===== src/rtl/tc_pkg.sv =====
// Shared types and helpers for the countdown timer and the bridge that decodes it.
// Latency: n/a (declarations only).
// Backpressure: n/a.
package tc_pkg;

    // Timer sequencing: idle, load preset, count down, signal interrupt.
    typedef enum logic [1:0] {
        ST_IDLE = 2'd0,
        ST_LOAD = 2'd1,
        ST_CNT  = 2'd2,
        ST_INT  = 2'd3
    } tc_state_t;

    // Word index within the 16-byte register window (addr[3:2]).
    localparam logic [1:0] REG_CTRL   = 2'd0;
    localparam logic [1:0] REG_PRESET = 2'd1;
    localparam logic [1:0] REG_COUNT  = 2'd2;

    // CTRL.MODE encodings; anything other than RELOAD runs as one-shot.
    localparam logic [1:0] MODE_ONESHOT = 2'b00;
    localparam logic [1:0] MODE_RELOAD  = 2'b01;

    // CTRL register layout as it sits in bits [3:0] of the word.
    typedef struct packed {
        logic       im;
        logic [1:0] mode;
        logic       en;
    } tc_ctrl_t;

    // Byte-lane write merge: each set byteen bit replaces that byte of old_dat.
    function automatic logic [31:0] byte_merge(input logic [31:0] old_dat,
                                               input logic [31:0] wdata,
                                               input logic [3:0]  byteen);
        logic [31:0] merged;
        merged = old_dat;
        for (int i = 0; i < 4; i++) begin
            if (byteen[i]) begin
                merged[8*i +: 8] = wdata[8*i +: 8];
            end
        end
        return merged;
    endfunction

endpackage


===== src/rtl/tc_timer_if.sv =====
// CPU data-port view of the timer: address, byte enables, write data, read data, irq.
// Latency: rdata combinational from addr; writes land on the next rising edge.
// Backpressure: none; the slave accepts every access in the cycle it is presented.
interface tc_timer_if;

    logic [31:0] addr;
    logic [3:0]  byteen;
    logic [31:0] wdata;
    logic [31:0] rdata;
    logic        irq;

    modport master (
        output addr,
        output byteen,
        output wdata,
        input  rdata,
        input  irq
    );

    modport slave (
        input  addr,
        input  byteen,
        input  wdata,
        output rdata,
        output irq
    );

endinterface


===== src/rtl/tc_timer.sv =====
// Memory-mapped countdown timer with one-shot and auto-reload modes and a maskable irq.
// Latency: irq_flag rises N+2 edges after the EN write (N=PRESET>=1; 3 edges for N=0).
// Backpressure: none; register reads are combinational and writes always complete.
module tc_timer
    import tc_pkg::*;
#(
    parameter logic [31:0] BASE = 32'h0000_7F00
) (
    input  logic       clk,
    input  logic       reset,
    tc_timer_if.slave  bus
);

    // Register state.
    tc_ctrl_t    ctrl_q;
    logic [31:0] preset_q;
    logic [31:0] count_q;
    tc_state_t   state_q;
    logic        irq_flag_q;
    logic        irq_q;

    // Next-state values.
    tc_ctrl_t    ctrl_n;
    logic [31:0] preset_n;
    logic [31:0] count_n;
    tc_state_t   state_n;
    logic        irq_flag_n;

    // Decode.
    logic        sel;
    logic [1:0]  reg_idx;
    logic        wr_hit;
    logic        ctrl_wr;
    logic        preset_wr;
    logic [31:0] ctrl_word;
    logic [31:0] ctrl_merged;
    logic [31:0] preset_merged;
    logic        addr_lsb_unused;

    // Word accesses only: the byte offset within the word carries no meaning.
    assign addr_lsb_unused = ^bus.addr[1:0];

    assign sel       = (bus.addr[31:4] == BASE[31:4]);
    assign reg_idx   = bus.addr[3:2];
    assign wr_hit    = sel && (|bus.byteen);
    assign ctrl_wr   = wr_hit && (reg_idx == REG_CTRL);
    assign preset_wr = wr_hit && (reg_idx == REG_PRESET);

    // CTRL occupies only the low nibble; the upper bits read as zero and are
    // therefore merged as zero so a partial write never resurrects them.
    assign ctrl_word     = {28'd0, ctrl_q};
    assign ctrl_merged   = byte_merge(ctrl_word, bus.wdata, bus.byteen);
    assign preset_merged = byte_merge(preset_q, bus.wdata, bus.byteen);

    // Next-state: sequencer step first, then CPU writes override (CPU wins on
    // CTRL, and a CTRL write always acknowledges a pending irq_flag).
    always_comb begin
        state_n    = state_q;
        ctrl_n     = ctrl_q;
        preset_n   = preset_q;
        count_n    = count_q;
        irq_flag_n = irq_flag_q;

        case (state_q)
            ST_IDLE: begin
                if (ctrl_q.en) begin
                    state_n = ST_LOAD;
                end
            end
            ST_LOAD: begin
                // LOAD always completes, even if EN was just dropped.
                count_n = preset_q;
                state_n = ST_CNT;
            end
            ST_CNT: begin
                if (!ctrl_q.en) begin
                    state_n = ST_IDLE;
                end else if (count_q > 32'd1) begin
                    count_n = count_q - 32'd1;
                end else begin
                    // Terminal count; also covers a zero preset so COUNT never wraps.
                    count_n    = 32'd0;
                    irq_flag_n = 1'b1;
                    state_n    = ST_INT;
                end
            end
            ST_INT: begin
                if (ctrl_q.en && (ctrl_q.mode == MODE_RELOAD)) begin
                    // Periodic: drop the flag so irq is a single-cycle pulse.
                    irq_flag_n = 1'b0;
                    state_n    = ST_LOAD;
                end else begin
                    // One-shot (or disabled): park, self-clear EN, keep the flag.
                    ctrl_n.en = 1'b0;
                    state_n   = ST_IDLE;
                end
            end
            default: begin
                state_n = ST_IDLE;
            end
        endcase

        if (ctrl_wr) begin
            ctrl_n     = tc_ctrl_t'(ctrl_merged[3:0]);
            irq_flag_n = 1'b0;
        end

        if (preset_wr) begin
            preset_n = preset_merged;
        end
    end

    // Register update; irq is registered from the post-edge flag and mask.
    always_ff @(posedge clk or posedge reset) begin
        if (reset) begin
            ctrl_q     <= '0;
            preset_q   <= '0;
            count_q    <= '0;
            state_q    <= ST_IDLE;
            irq_flag_q <= 1'b0;
            irq_q      <= 1'b0;
        end else begin
            ctrl_q     <= ctrl_n;
            preset_q   <= preset_n;
            count_q    <= count_n;
            state_q    <= state_n;
            irq_flag_q <= irq_flag_n;
            irq_q      <= irq_flag_n & ctrl_n.im;
        end
    end

    // Combinational read mux; unselected addresses and index 3 return zero.
    always_comb begin
        bus.rdata = 32'd0;
        if (sel) begin
            case (reg_idx)
                REG_CTRL:   bus.rdata = ctrl_word;
                REG_PRESET: bus.rdata = preset_q;
                REG_COUNT:  bus.rdata = count_q;
                default:    bus.rdata = 32'd0;
            endcase
        end
    end

    assign bus.irq = irq_q;

endmodule


===== src/flat_wrapper.sv =====
// flat-port wrapper written by rule: the top's interface ports become plain ports
module tc_timer_flat import tc_pkg::*;
#(
    parameter logic [31:0] BASE = 32'h0000_7F00
)
  (clk, reset, bus_addr, bus_byteen, bus_wdata, bus_rdata, bus_irq);
  tc_timer_if bus_i ();
  input  logic clk;
  input  logic reset;
  input wire logic [$bits(bus_i.addr)-1:0] bus_addr;
  input wire logic [$bits(bus_i.byteen)-1:0] bus_byteen;
  input wire logic [$bits(bus_i.wdata)-1:0] bus_wdata;
  output wire logic [$bits(bus_i.rdata)-1:0] bus_rdata;
  output wire logic [$bits(bus_i.irq)-1:0] bus_irq;
  assign bus_i.addr = bus_addr;
  assign bus_i.byteen = bus_byteen;
  assign bus_i.wdata = bus_wdata;
  assign bus_rdata = bus_i.rdata;
  assign bus_irq = bus_i.irq;
  tc_timer #(.BASE(BASE)) u_core (.clk(clk), .reset(reset), .bus(bus_i));
endmodule

===== config.mk =====
export PLATFORM = sky130hd
export DESIGN_NAME = tc_timer_flat
export DESIGN_NICKNAME = d
export VERILOG_FILES = /design/src/rtl/tc_pkg.sv /design/src/rtl/tc_timer_if.sv /design/src/rtl/tc_timer.sv /design/src/flat_wrapper.sv
export SDC_FILE = /design/constraint.sdc
export NUM_CORES = 1
export LEC_CHECK = 0
export ABC_AREA = 0
export BUFFER_PORTS_ARGS = -buffer_cell sky130_fd_sc_hd__buf_2
export CORE_MARGIN = 5
export CORE_UTILIZATION = 45
export CTS_BUF_LIST = sky130_fd_sc_hd__clkbuf_4 sky130_fd_sc_hd__clkbuf_8
export DETAILED_ROUTE_END_ITERATION = 10
export GPL_TIMING_DRIVEN = 0
export PLACE_DENSITY = 0.75
export RECOVER_POWER = 100
export SKIP_LAST_GASP = 1
export SLEW_MARGIN = 10
export SYNTH_ARGS = -nofsm -noshare
export SYNTH_HDL_FRONTEND = slang
export SYNTH_SLANG_ARGS = --single-unit

===== constraint.sdc =====
create_clock -name clk -period 3.3 [get_ports clk]
set_clock_uncertainty 0.1 [all_clocks]
set_input_delay 0.66 -clock clk [delete_from_list [all_inputs] [get_ports clk]]
set_output_delay 0.66 -clock clk [all_outputs]
set_load 0.05 [all_outputs]

## After elaboration in Yosys (flattened, before gate mapping)

Index checks and enable logic that the tools add are counted.

| storage, ports and cells | value |
|---|---|
| output and inout port bits | 33 |
| word-level logic and storage cells | 62 |
| bits in registers | 72 |

| cells by class | value |
|---|---|
| eq/ne operators | 12 |
| reductions and logical operators | 17 |
| $add $sub $neg | 1 |
| multiplexer cells | 19 |
| $lt $le $gt $ge | 1 |
| bitwise operators | 1 |

Operators by type and width:

| cell | number |
|---|---|
| 2-to-1 mux 32 bit | 3 |
| case mux 32 bit (3 select lines) | 1 |
| case mux 32 bit (2 select lines) | 1 |
| greater-than comparator 32 x 1 -> 1 bit, second input constant | 1 |
| subtractor 32 x 1 -> 32 bit, second input constant | 1 |
| == test 28 x 11 -> 1 bit, second input constant | 1 |
| AND reduction 2 bit | 7 |
| 2-to-1 mux 4 bit | 2 |
| case mux 2 bit (4 select lines) | 1 |
| 2-to-1 mux 1 bit | 7 |
| == test 2 x 1 -> 1 bit, second input constant | 3 |
| == test 2 bit, second input constant | 3 |
| 2-to-1 mux 2 bit | 3 |
| inequality test 2 x 1 -> 1 bit, second input constant | 3 |
| logical AND 1 bit | 4 |
| logical NOT 2 bit | 2 |
| nonzero test 2 bit | 2 |
| OR reduction 4 bit | 1 |
| inequality test 3 bit, second input constant | 1 |
| AND reduction 3 bit | 1 |
| inequality test 2 bit, second input constant | 1 |
| case mux 1 bit (2 select lines) | 1 |
| AND 1 bit | 1 |

## Logic depth before layout (Yosys ltp)

Gate-level depths: netlist of run 1.

| depth | value |
|---|---|
| word-level depth | 6 |
| depth in mapped cells | 8 |
| mapped depth without buffers | 7 |

## Worst setup path before layout of run 1

Ideal clock, no wire load.

| timing | value |
|---|---|
| kind | in2out |
| from | in bus_addr[2] |
| to | out bus_rdata[21] |
| required time | 2.540 ns |
| stages on the path | 6 |
| path buffers | 3 |
| slack | -0.028 ns |
| data arrival time | 2.568 ns |
| cell sequence | clkbuf_1 nor2b_1 clkbuf_1 buf_1 a22oi_1 nor2_1 |

| between the ends | value |
|---|---|
| cells in the longest elaborated chain, start to end | 3 |
| elaborated cells between the ends (all ways) | 5 |

RTL lines:

| item | line | text |
|---|---|---|
| start: declaration | flat_wrapper.sv:10 | `input wire logic [$bits(bus_i.addr)-1:0] bus_addr;` |
| == test 2 bit (tied with other cells) | tc_timer.sv:136 | `case (reg_idx)` |
| case mux 32 bit (3 select lines) (*) | tc_timer.sv:136 |  |
| 2-to-1 mux 32 bit (*) | tc_timer.sv:135 | `if (sel) begin` |
| end: declaration | flat_wrapper.sv:13 | `output wire logic [$bits(bus_i.rdata)-1:0] bus_rdata;` |

Every way passes the cells marked *; elsewhere a longest branch is shown, timed or not.

## Worst setup path after layout of run 1

| timing | value |
|---|---|
| from | in bus_addr[30] |
| to | out bus_rdata[11] |

| between the ends | value |
|---|---|
| cells in the longest elaborated chain, start to end | 2 |

RTL lines:

| item | line | text |
|---|---|---|
| == test 28 x 11 -> 1 bit | tc_timer.sv:43 | `assign sel = (bus.addr[31:4] == BASE[31:4]);` |
| 2-to-1 mux 32 bit | tc_timer.sv:135 |  |

No other way between the ends.

==> results of run 1 <==
## cell families (layout without fill, tap and decap cells)
kind of cell               Yosys count  count (layout)  share of synthesized area [%]
and+or+nand+nor                    220             220                           27.2
AOI/OAI and AO/OA                  104             104                           16.7
DFF                                 72              72                           40.5
muxes                               45              45                           11.2
buffers and inverters               43             156                           3.89
adders and majority gates            2               2                          0.563
## flip-flops by register name (all words and copies together) (netlist names)
signal,cells
u_core.irq_flag_q,1
u_core.bus.irq,1
u_core.ctrl_q,4
u_core.count_q,32
u_core.preset_q,32
u_core.state_q,2
## worst reg2reg max path: cells and delay by family, from the launching register on
kind | cells | cell delay (ps)
flip-flops | 1 | 460
buffers and inverters | 1 | 490
AND/OR/NAND/NOR | 5 | 1950
## stage by stage
stage          setup WS (ps)  util (%)  area (µm²)  setup TNS, ps
4_1_cts                 6.42      55.3        5360              0
6_report                 117      55.2        5350              0
5_1_grt                -20.1      55.2        5350          -36.2
2_1_floorplan            129         -        4490              0
3_3_place_gp            -191      53.2        5160         -14480
3_5_place_dp            -198      53.6        5190          -3630
## where the power goes
part / leakage [nW] / switching [mW] / internal [mW]
clock: 0.0876 / 0.324 / 0.309
sequential: 1.00 / 0.0000000717 / 0.882
combinational: 1.45 / 0.0471 / 0.0345
total: 2.54 / 0.371 / 1.23
## per-layer routing
metal | up-vias | GRT usage (%) | wire length (µm)
met5 | - | 0 | 0
met3 | 31 | 4.29 | 1190
li1 | 2071 | - | -
met2 | 246 | 38.8 | 6700
met4 | 0 | 7.84 | 291
met1 | 2174 | 30.5 | 5700
## what timing repair did
action | CTS | global route
endpoints found under the hold margin | 0 | 0
resized for setup | 4 | 26
pin swaps | 0 | 0
endpoints found under the setup margin | 20 | 30
hold buffers | 0 | 0
setup buffers | 0 | 0
## cell usage in the layout (no fill, tap or decap), types with 7 or more instances in the layout
master,instances
mux2_2,36
dfrtp_1,72
clkbuf_8,11
nor2b_1,7
and3_1,13
buf_2,85
clkbuf_1,30
or3_1,10
nor2_2,20
a22oi_1,32
nand4_1,14
nor4_1,15
nand2_1,21
nand3_1,30
clkbuf_4,16
or4_1,8
nor2_1,40
nor3_1,12
mux2i_1,8
a21oi_1,19
## path summary, 6_finish.rpt
check                                      end  depth (start not counted)  slack, ps
hold / removal              u_core.count_q[10]                          2        420
min in group asynchronous  u_core.preset_q[31]                          2        440
setup reg to reg                u_core.bus.irq                          6        180
hold reg to reg             u_core.count_q[10]                          2        420
setup / recovery                 bus_rdata[11]                          8        120
max in group asynchronous    u_core.count_q[2]                          3        970
## area by class of cell
cell class	instances	area, µm²
Timing Repair Buffer	100	537
Inverter	6	23.8
Tap cell	133	166
Fill cell	942	4340
Clock buffer	12	159
Clock inverter	1	5.00
Sequential cell	72	1800
Buffer	37	151
Multi-Input combinational cell	371	2500
==> run_results.csv, run 1 <==
group,metric,value,unit
drt,antenna_left,0,
logic_synthesis,netlist_instances,486,
outcome,status,"completed",
finish,drive_gt1_share,30.9,%
timing,fin_crit_sh,96.5,%
grt,grt_util_all_layers,23.3,%
timing,hold_viol_final,0,
logic_synthesis,ys.flop_type,"dfrtp_1",
logic_synthesis,yosysTopAreaCellShare,40.5,%
critical_path,setup.worst_path.start,"bus_addr[30]",
drt,viasPerCell,6.18,
cts,cts_made_buffers,9,
critical_path,critPathLaunchType,"primary input",
die,fp-row-count,36,
timing,max_freq,0.314,GHz
die,start_util,45.9,%
timing,finalSetupViolations,0,
logic_synthesis,synth-seq-cells,72,
drt,drt-total-wl,13.9,mm
power,ir_worst_vdd,0.000214,V
cts,clock_sinks,72,
placed_design,dp_cells,719,
die,boundaryPins,103,
flow_run,max_cap_viol_count,0,
drt,drtIter0Drc,456,
logic_synthesis,async_flop_share,100,%
finish,area_delta_synth_final,20.4,%
min_path,hold_start,"u_core.preset_q[10]",
logic_synthesis,syn-cell-area,0.00444,mm²
timing,min_period,3180,ps
cts,clockRootBuffer,"clkbuf_8",
logic_synthesis,yosysMostFrequentCell,"dfrtp_1",
critical_path,cp.required,2540,ps
drt,drc,0,
finish,instances_no_fill,732,
grt,grt_pass1_wl,21.8,mm
critical_path,crit_arrival,2420,ps
logic_synthesis,yosysTopAreaCell,"dfrtp_1",
cts,cts_tree,"yes",
logic_synthesis,synth_area_per_cell,9.14,µm²
drt,wire_per_inst,19.0,µm
logic_synthesis,synth_edf_count,0,
grt,grt_max_degree,46,
power,leakagePower,2.54,nW
drt,routed-via-count,4522,
drt,dr.pass1.iters,6,
cts,htreeDepth,3,
placed_design,dpl.hpwl,10.1,mm
min_path,hold_path_class,"reg2reg",
die,coreArea,0.00968,mm²
critical_path,slowest_delay,320,ps
timing,whs,424,ps
cts,clk_pin_slew,80,ps
logic_synthesis,yosys-top-cells-area,"dfrtp_1, mux2_2, a22oi_1",
finish,nets,669,
critical_path,cp-end-kind,"output pin",
critical_path,cp_cell_sequence,"buf_2 > nor4b_1 > nand4_1 > or2_2 > clkbuf_1 > buf_2 > nor2_2 > clkbuf_4",
logic_synthesis,synth_cell_type_count,56,
logic_synthesis,synth_fp_nets,558,
power,p_per_area,299,mW/mm²
die,die_x,109,µm
die,die_area,0.0120,mm²
timing,worstMarginPinSlew,1210,ps
critical_path,path_class,"in2out",
timing,maxSlewViolCount,0,
grt,gr-total-overflow,0,
critical_path,path_buf_inv,4,
critical_path,critPathMostFrequentCell,"buf_2",
critical_path,critical-path-slowest-cell,"or2_2",
placed_design,place_congestion,0.923,
grt,grt_antenna_before_repair,0,
critical_path,worstPathMaxFanout,10,
logic_synthesis,yosysWarningCount,0,
placed_design,port_buffers,99,
critical_path,r2r_start,"u_core.count_q[27]",
logic_synthesis,synthTopCellsByCount,"dfrtp_1, nor2_1, mux2_2",
cts,worst_skew_pair.late_latency,360,ps
timing,rsz0062_at_grt,"yes",
die,die_h,109,µm
timing,relSlewSlack,19.0,%
power,total_power,1.60,mW
logic_synthesis,yosysSeqAreaShare,40.5,%
grt,grt_pass1_vias,4348,
cts,clockBufferDepth,2,
critical_path,critical_path.top_delay_family,"simple AND/OR/NAND/NOR gates",
finish,num_antenna_cells,0,
Note: power is estimated with default switching activity, not from simulation.
==> inputs of run 2 (changes only) <==
Settings changed: BUFFER_PORTS_ARGS -buffer_cell sky130_fd_sc_hd__buf_2 to -buffer_cell sky130_fd_sc_hd__clkbuf_2, TNS_END_PERCENT set to 1.
==> run_results.csv, run 2 (synthesized netlist as in run 1, its figures left out) <==
group,metric,value,unit
timing,fin_crit_sh,97.3,%
grt,grt_pass1_vias,4396,
power,p_per_area,329,mW/mm²
timing,maxSlewViolCount,0,
timing,finalSetupViolations,0,
die,die_area,0.0120,mm²
drt,antenna_left,0,
drt,wire_per_inst,18.5,µm
power,ir_worst_vdd,0.000224,V
finish,reg_top3,"u_core.count_q (32), u_core.preset_q (32), u_core.ctrl_q (4)",
cts,ctsHoldBuffers,0,
critical_path,path_class,"in2out",
timing,whs,365,ps
critical_path,cp.required,2540,ps
finish,nets,669,
cts,clk_pin_slew,80,ps
min_path,hold_path_class,"in2async",
timing,tns,0,ps
cts,htreeDepth,3,
critical_path,cp-end-kind,"output pin",
placed_design,pre_cts_slack,-241,ps
finish,final_util,54.9,%
drt,dr.pass1.iters,6,
die,die_h,109,µm
timing,max_freq,0.311,GHz
die,coreArea,0.00968,mm²
die,boundaryPins,103,
die,fp-row-count,36,
finish,area_delta_synth_final,19.7,%
finish,layout_commonest_cell,"clkbuf_2",
critical_path,worstPathMaxFanout,10,
cts,post_cts_buffers,0,
drt,drc,0,
placed_design,place_congestion,0.919,
timing,hold_viol_final,0,
finish,num_antenna_cells,0,
timing,min_period,3210,ps
timing,worstMarginPinSlew,1270,ps
placed_design,dpl.hpwl,9.90,mm
finish,instances_no_fill,735,
timing,relSlewSlack,15.1,%
drt,drtIter0Drc,435,
critical_path,critPathLaunchType,"primary input",
die,die_x,109,µm
drt,routed-via-count,4423,
flow_run,max_cap_viol_count,0,
die,start_util,45.9,%
cts,cts_made_buffers,9,
outcome,status,"completed",
timing,rsz0062_at_grt,"yes",
cts,clockBufferDepth,2,
cts,cts_tree,"yes",
placed_design,port_buffers,99,
placed_design,dp_cells,719,
timing,fin_ws,87.5,ps
drt,viasPerCell,6.02,
finish,fill_cells,911,
power,leakagePower,2.57,nW
finish,drive_gt1_share,27.7,%
grt,grt_antenna_before_repair,0,
cts,clock_sinks,72,
grt,gr-total-overflow,0,
critical_path,crit_arrival,2450,ps
grt,grt_max_degree,51,
grt,grt_pass1_wl,22.1,mm
placed_design,postPlaceCellArea,0.00514,mm²
drt,drt-total-wl,13.6,mm
cts,clockRootBuffer,"clkbuf_8",
finish,final_cell_mix,"clkbuf_2, dfrtp_1, nor2_1",
grt,grt_util_all_layers,23.4,%
power,total_power,1.75,mW
finish,final_cell_area,0.00532,mm²
cts,worst_skew_pair.late_latency,360,ps
run 2: cell types whose count changed in the layout (fill, tap and decap cells not counted), moves of 2 or more:
| cell | change |
|---|---|
| clkinv_2 | +2 |
| bufinv_16 | +2 |
| buf_2 | -69 |
| nor2_2 | -19 |
| clkbuf_1 | +2 |
| clkbuf_4 | -14 |
| clkbuf_2 | +81 |
| nor2_1 | +19 |
run 2: area by class of cell:
| type | count | area, µm² | share of cell area [%] |
|---|---|---|---|
| Inverter | 6 | 23.8 | 0.447 |
| Multi-Input combinational cell | 371 | 2460 | 46.2 |
| Sequential cell | 72 | 1800 | 33.9 |
| Buffer | 37 | 148 | 2.78 |
| Clock inverter | 6 | 82.6 | 1.55 |
| Tap cell | 133 | 166 | 3.13 |
| Clock buffer | 10 | 138 | 2.59 |
| Timing Repair Buffer | 100 | 503 | 9.45 |
run 2: timing repair:
item,in CTS,in global routing
pin swaps,0,0
resized for setup,3,25
setup endpoints to repair,20,30
hold endpoints to repair,0,0
run 2: routing by layer:
| layer | routed length, µm | global-route usage, % | vias to the layer above |
|---|---|---|---|
| met5 | 0 | 0 | - |
| met1 | 5680 | 30.6 | 2082 |
| met2 | 6380 | 37.4 | 229 |
| met4 | 407 | 10.6 | 0 |
| li1 | - | - | 2070 |
| met3 | 1120 | 4.64 | 42 |
run 2: final timing paths:
path	from	endpoint	slack, ps	cells after the start
setup / recovery	bus_addr[30]	bus_rdata[27]	90	8
hold / removal	reset	u_core.count_q[19]	370	2
setup reg to reg	u_core.count_q[16]	u_core.count_q[26]	250	7
hold reg to reg	u_core.preset_q[20]	u_core.count_q[20]	420	2
max in group asynchronous	reset	u_core.count_q[6]	990	3
min in group clk	u_core.preset_q[20]	u_core.count_q[20]	420	2
run 2: report_power, final:
| part | internal [mW] | switching [mW] | total (mW) | leakage, nW |
|---|---|---|---|---|
| logic | 0.0344 | 0.0468 | 0.0812 | 1.46 |
| clock network | 0.442 | 0.347 | 0.789 | 0.112 |
| registers | 0.882 | 0.0000000714 | 0.882 | 1.00 |
run 2: worst max-delay path: stages:
cell and delay [ps]:
clkbuf_2 80, nor4b_1 290, nand4_1 180, or2_2 320, clkbuf_1 220, clkbuf_2 250
nor2_1 150, clkbuf_2 290
